--- src/rtl/ram_arbiter.sv ---
// rtl/ram_arbiter.sv - round-robin arbiter sharing one RAM port among per-core I/D request channels
module ram_arbiter #(
    parameter int CPUS   = 2,
    parameter int ADDR_W = 32,
    parameter int DATA_W = 32
) (
    input  logic                     CLK,
    input  logic                     nRST,
    input  logic [CPUS-1:0]          iREN,
    input  logic [CPUS-1:0]          dREN,
    input  logic [CPUS-1:0]          dWEN,
    input  logic [CPUS*ADDR_W-1:0]   iaddr,
    input  logic [CPUS*ADDR_W-1:0]   daddr,
    input  logic [CPUS*DATA_W-1:0]   dstore,
    output logic [CPUS-1:0]          iwait,
    output logic [CPUS-1:0]          dwait,
    output logic [CPUS*DATA_W-1:0]   iload,
    output logic [CPUS*DATA_W-1:0]   dload,
    output logic                     ramREN,
    output logic                     ramWEN,
    output logic [ADDR_W-1:0]        ramaddr,
    output logic [DATA_W-1:0]        ramstore,
    input  logic [DATA_W-1:0]        ramload,
    input  logic [1:0]               ramstate
);

    localparam int GW = (CPUS > 1) ? $clog2(CPUS) : 1;
    localparam logic [1:0] RAM_ACCESS = 2'b10;

    typedef enum logic {
        IDLE,
        GRANT
    } state_t;

    state_t          state, state_n;
    logic [GW-1:0]   gcore, gcore_n;
    logic [GW-1:0]   rr_last, rr_last_n;
    logic            gdata, gdata_n;

    logic [CPUS-1:0] req;
    logic            access;
    logic            win_found;
    logic [GW-1:0]   win_core;
    logic            win_data;

    logic              sel_iren;
    logic              sel_dren;
    logic              sel_dwen;
    logic [ADDR_W-1:0] sel_iaddr;
    logic [ADDR_W-1:0] sel_daddr;
    logic [DATA_W-1:0] sel_dstore;

    assign req    = iREN | dREN | dWEN;
    assign access = (ramstate == RAM_ACCESS);

    // Offset k=1 is the core right after the last one served; the smallest offset with a request wins.
    always_comb begin
        win_found = 1'b0;
        win_core  = '0;
        win_data  = 1'b0;
        for (int k = 1; k <= CPUS; k++) begin
            for (int n = 0; n < CPUS; n++) begin
                if (!win_found && req[n] && (((int'(rr_last) + k) % CPUS) == n)) begin
                    win_found = 1'b1;
                    win_core  = GW'(n);
                    win_data  = dREN[n] | dWEN[n];
                end
            end
        end
    end

    always_comb begin
        sel_iren   = 1'b0;
        sel_dren   = 1'b0;
        sel_dwen   = 1'b0;
        sel_iaddr  = '0;
        sel_daddr  = '0;
        sel_dstore = '0;
        for (int n = 0; n < CPUS; n++) begin
            if (gcore == GW'(n)) begin
                sel_iren   = iREN[n];
                sel_dren   = dREN[n];
                sel_dwen   = dWEN[n];
                sel_iaddr  = iaddr[n*ADDR_W +: ADDR_W];
                sel_daddr  = daddr[n*ADDR_W +: ADDR_W];
                sel_dstore = dstore[n*DATA_W +: DATA_W];
            end
        end
    end

    always_ff @(posedge CLK or negedge nRST) begin
        if (!nRST) begin
            state   <= IDLE;
            gcore   <= '0;
            gdata   <= 1'b0;
            rr_last <= GW'(CPUS - 1);
        end else begin
            state   <= state_n;
            gcore   <= gcore_n;
            gdata   <= gdata_n;
            rr_last <= rr_last_n;
        end
    end

    always_comb begin
        state_n   = state;
        gcore_n   = gcore;
        gdata_n   = gdata;
        rr_last_n = rr_last;
        ramREN    = 1'b0;
        ramWEN    = 1'b0;
        ramaddr   = '0;
        ramstore  = '0;
        case (state)
            IDLE: begin
                if (win_found) begin
                    state_n = GRANT;
                    gcore_n = win_core;
                    gdata_n = win_data;
                end
            end
            GRANT: begin
                if (gdata) begin
                    ramWEN   = sel_dwen;
                    ramREN   = sel_dren & ~sel_dwen;
                    ramaddr  = sel_daddr;
                    ramstore = sel_dstore;
                end else begin
                    ramREN   = 1'b1;
                    ramaddr  = sel_iaddr;
                end
                // Completion beats abort when both happen in the same cycle.
                if (access) begin
                    state_n   = IDLE;
                    rr_last_n = gcore;
                end else if (gdata ? !(sel_dren | sel_dwen) : !sel_iren) begin
                    state_n = IDLE;
                end
            end
        endcase
    end

    always_comb begin
        iwait = '1;
        dwait = '1;
        iload = '0;
        dload = '0;
        for (int n = 0; n < CPUS; n++) begin
            if (state == GRANT && access && gcore == GW'(n)) begin
                if (gdata) begin
                    dwait[n] = 1'b0;
                    if (!sel_dwen) begin
                        dload[n*DATA_W +: DATA_W] = ramload;
                    end
                end else begin
                    iwait[n] = 1'b0;
                    iload[n*DATA_W +: DATA_W] = ramload;
                end
            end
        end
    end

endmodule

--- config.mk ---
export PLATFORM = sky130hd
export DESIGN_NAME = ram_arbiter
export DESIGN_NICKNAME = d
export VERILOG_FILES = /design/src/rtl/ram_arbiter.sv
export SDC_FILE = /design/constraint.sdc
export NUM_CORES = 1
export LEC_CHECK = 0
export BUFFER_PORTS_ARGS = -buffer_cell sky130_fd_sc_hd__buf_2
export CORE_AREA = 2 2 166 168
export CTS_BUF_LIST = sky130_fd_sc_hd__clkbuf_4
export DETAILED_ROUTE_END_ITERATION = 10
export DIE_AREA = 0 0 168 170
export PLACE_DENSITY = 0.5
export SYNTH_ARGS = -nofsm -noshare
export SYNTH_HDL_FRONTEND = slang
export SYNTH_SLANG_ARGS = --single-unit
--- constraint.sdc ---
create_clock -name CLK -period 1.36 [get_ports CLK]
set_input_delay 0.068 -clock CLK [delete_from_list [all_inputs] [get_ports CLK]]
set_output_delay 0.068 -clock CLK [all_outputs]
set_load 0.005 [all_outputs]
==> out/metrics.yaml <==
routing:
  detail-route-antenna-nets: 0
  vias: 4251
  drc: 0
  drt_iter0_markers: 126
  wirelength_mm: 17.45
  via_per_inst: 3.809
  routedWlPerCell_um: 15.64
  dr.pass1.iters: 4
cts:
  worstSkewPairLatency_ns: 0.24
  cts_max_level: 1
  cts_num_sinks: 4
  cts_tree: "built"
  cts_buffers: 3
  cts.reportedPaths.clkPinSlew_ns: 0.04
  cts_max_path_buffers: 2
  root_buffer: "clkbuf_4"
timing:
  period_share_pct: 132.3
  slew_headroom_pct: 75.05
  setup_viol: 200
  drv_slew: 0
  hold_violations: 0
  clock.fmax_mhz: 555.7
  tightest_slew_ns: 0.3714
  rsz0062_at_grt: "yes"
  finalCriticalPeriod_ns: 1.800
  setup_slack_ns: -0.4395
  clock_skew_ns: 0.005239
  holdWs_ns: 0.1720
yosys:
  synthAdderAreaFrac_pct: 0
  synth_cells: 332
  synthMuxAreaShare_pct: 39.65
  yosys_warnings: 0
  ys_ff_latch: 4
  synth_compound_area_share_pct: 2.655
  synthXorXnorAreaFrac_pct: 0
  synth_nets: 566
  synth-simple-area-share_pct: 46.40
  synth-main-ff-cell: "dfrtp_1"
  syn_area_per_cell_um2: 8.374
  ys_async_sr_fraction_pct: 100.0
  synth.cell_area_um2: 2780
  synthDistinctLibCells: 34
  synth_top_family_by_area: "simple AND/OR/NAND/NOR gates"
  synth_edf_count: 0
  synth_seq_area_share_pct: 3.645
die:
  fp.dieArea_um2: 28560
  initial_core_util_pct: 10.43
  dieWidth_um: 168
  io_pins: 432
  row_count: 60
  die-height_um: 170
  core_um2: 26650
global_route:
  antenna_found_initial: 2
  grt_pass1_vias: 4040
  grt_max_degree: 34
  gr-total-overflow: 0
  grt_pass1_wl_mm: 23.27
  grtUsageTotal_pct: 10.42
placed_design:
  placed_cell_area_um2: 5436
  gp_congestion: 0.8380
  place_hpwl_mm: 12.98
  port_buffers: 431
  dp.cells: 1092
final_layout:
  finalNonFillerCells: 1116
  syn2layout_area_growth_pct: 117.4
  fillCellCount: 2998
  stdcell_area_um2: 6043
  drive_gt1_share_pct: 69.38
  nNetsFinal: 1009
  utilization_pct: 22.68
worst_setup_path:
  path_cells: "buf_12 > buf_4 > mux4_2 > and2_4 > buf_6"
  slowest_stage: "dfrtp_4"
  cp_max_fo: 9
  cp.required_ns: 1.29
  cp_data_arrival_time_ns: 1.73
  endpoint_kind: "output port"
  worstSetupStartpointType: "flop"
  critPathKind: "flop to output port"
  slowest_delay_ns: 0.51
job:
  drv_cap: 0
pwr:
  peakVddDrop_mv: 1.153
  power_leakage_nw: 3.431
  p_total_mw: 7.523
  p_per_area_nw_per_um2: 1245
status:
  violations: "setup timing"
  status: "finished with violations"
worst_hold_path:
  hold_path.class: "primary input to asynchronous set/reset pin"
Yosys cell counts, types with 2 or more instances:
master	number	area share, %
and2_1	160	36
buf_2	6	1.1
buf_4	4	1.1
buf_6	5	2.0
clkbuf_1	11	1.5
clkbuf_2	8	1.4
dfrtp_1	3	2.7
inv_1	4	0.54
mux2i_1	34	12
mux4_1	8	7.6
mux4_2	24	19
nand2_1	2	0.27
nor2_1	38	5.1
nor3_1	3	0.54
nor4b_4	2	1.7
or3_1	2	0.45
logic make-up after synthesis:
group | after synthesis
AO/OA/AOI/OAI | 9
multiplexers | 67
AND/OR/NAND/NOR | 214
flip-flops | 4
buffers and inverters | 38
cells in the final DEF, fill, tap and decap left out, types with 2 or more instances in the layout:
cell type,count
mux4_2,27
mux2i_1,28
buf_16,5
nand2_1,2
clkbuf_16,6
nor4b_4,2
mux4_1,5
or3_1,2
nor2_1,38
clkbuf_4,4
and2_1,144
mux2i_2,4
buf_12,9
buf_6,18
buf_2,417
and2_4,16
buf_4,15
mux2i_4,2
nor3_1,2
inv_1,3
state kept, by name, indices dropped and copies added, names as in the netlist:
register	flops
rr_last	1
state	1
gdata	1
gcore	1
power breakdown:
part | internal [mW] | switching (mW) | total [mW] | leakage [nW]
registers | 0.206 | 0.0725 | 0.279 | 0.0425
clock network | 0.131 | 0.0569 | 0.187 | 0.0184
logic | 4.09 | 2.96 | 7.06 | 3.37
total | 4.43 | 3.09 | 7.52 | 3.43
per-layer routing:
layer	global-route usage, %	wire length [µm]	vias up
li1	-	-	2025
met3	1.047	1295	21
met1	11.88	6707	1934
met5	0	0	-
met4	1.588	240	0
met2	21.07	9208	271
path summary, 6_finish.rpt:
path                       depth (start not counted)     from           to  slack (ns)
max                                                5    gcore  ramaddr[29]       -0.44
min in group CLK                                   4  iREN[0]        state        0.23
min reg2reg                                        1  rr_last      rr_last        0.64
min                                                2     nRST        state        0.17
max in group asynchronous                          2     nRST      rr_last        0.97
max reg2reg                                        6    gcore        state       -0.21
critical path, delay by kind of cell (launching register included):
family	cells	cell delay [ns]
buffers and inverters	3	0.42
AND/OR/NAND/NOR	1	0.17
multiplexers	1	0.40
flip-flops	1	0.51
final cells by class:
cell class / count / area (µm²) / share of cell area [%]
Antenna cell: 1 / 2.502 / 0.04141
Clock buffer: 4 / 30.03 / 0.4969
Inverter: 4 / 15.01 / 0.2484
Multi-Input combinational cell: 290 / 2567 / 42.48
Sequential cell: 4 / 106.4 / 1.760
Tap cell: 341 / 426.7 / 7.060
Timing Repair Buffer: 472 / 2895 / 47.91
per-stage QoR:
step | setup slack [ns] | setup TNS (ns)
global placement | -0.1977 | -18.08
detailed placement | -0.2298 | -20.86
finish | -0.4395 | -70.31
CTS | -0.4761 | -73.32
floorplan | 0.01190 | 0
global route | -0.5181 | -86.18
what timing repair did:
item | CTS | global route
hold buffers | 1 | 0
hold endpoints to repair | 4 | 0
cloned | 4 | 6
setup endpoints to repair | 199 | 199
setup buffers | 5 | 3
pin swaps | 1 | 2
resized for setup | 25 | 36
Power figures use the tool's default switching activity.
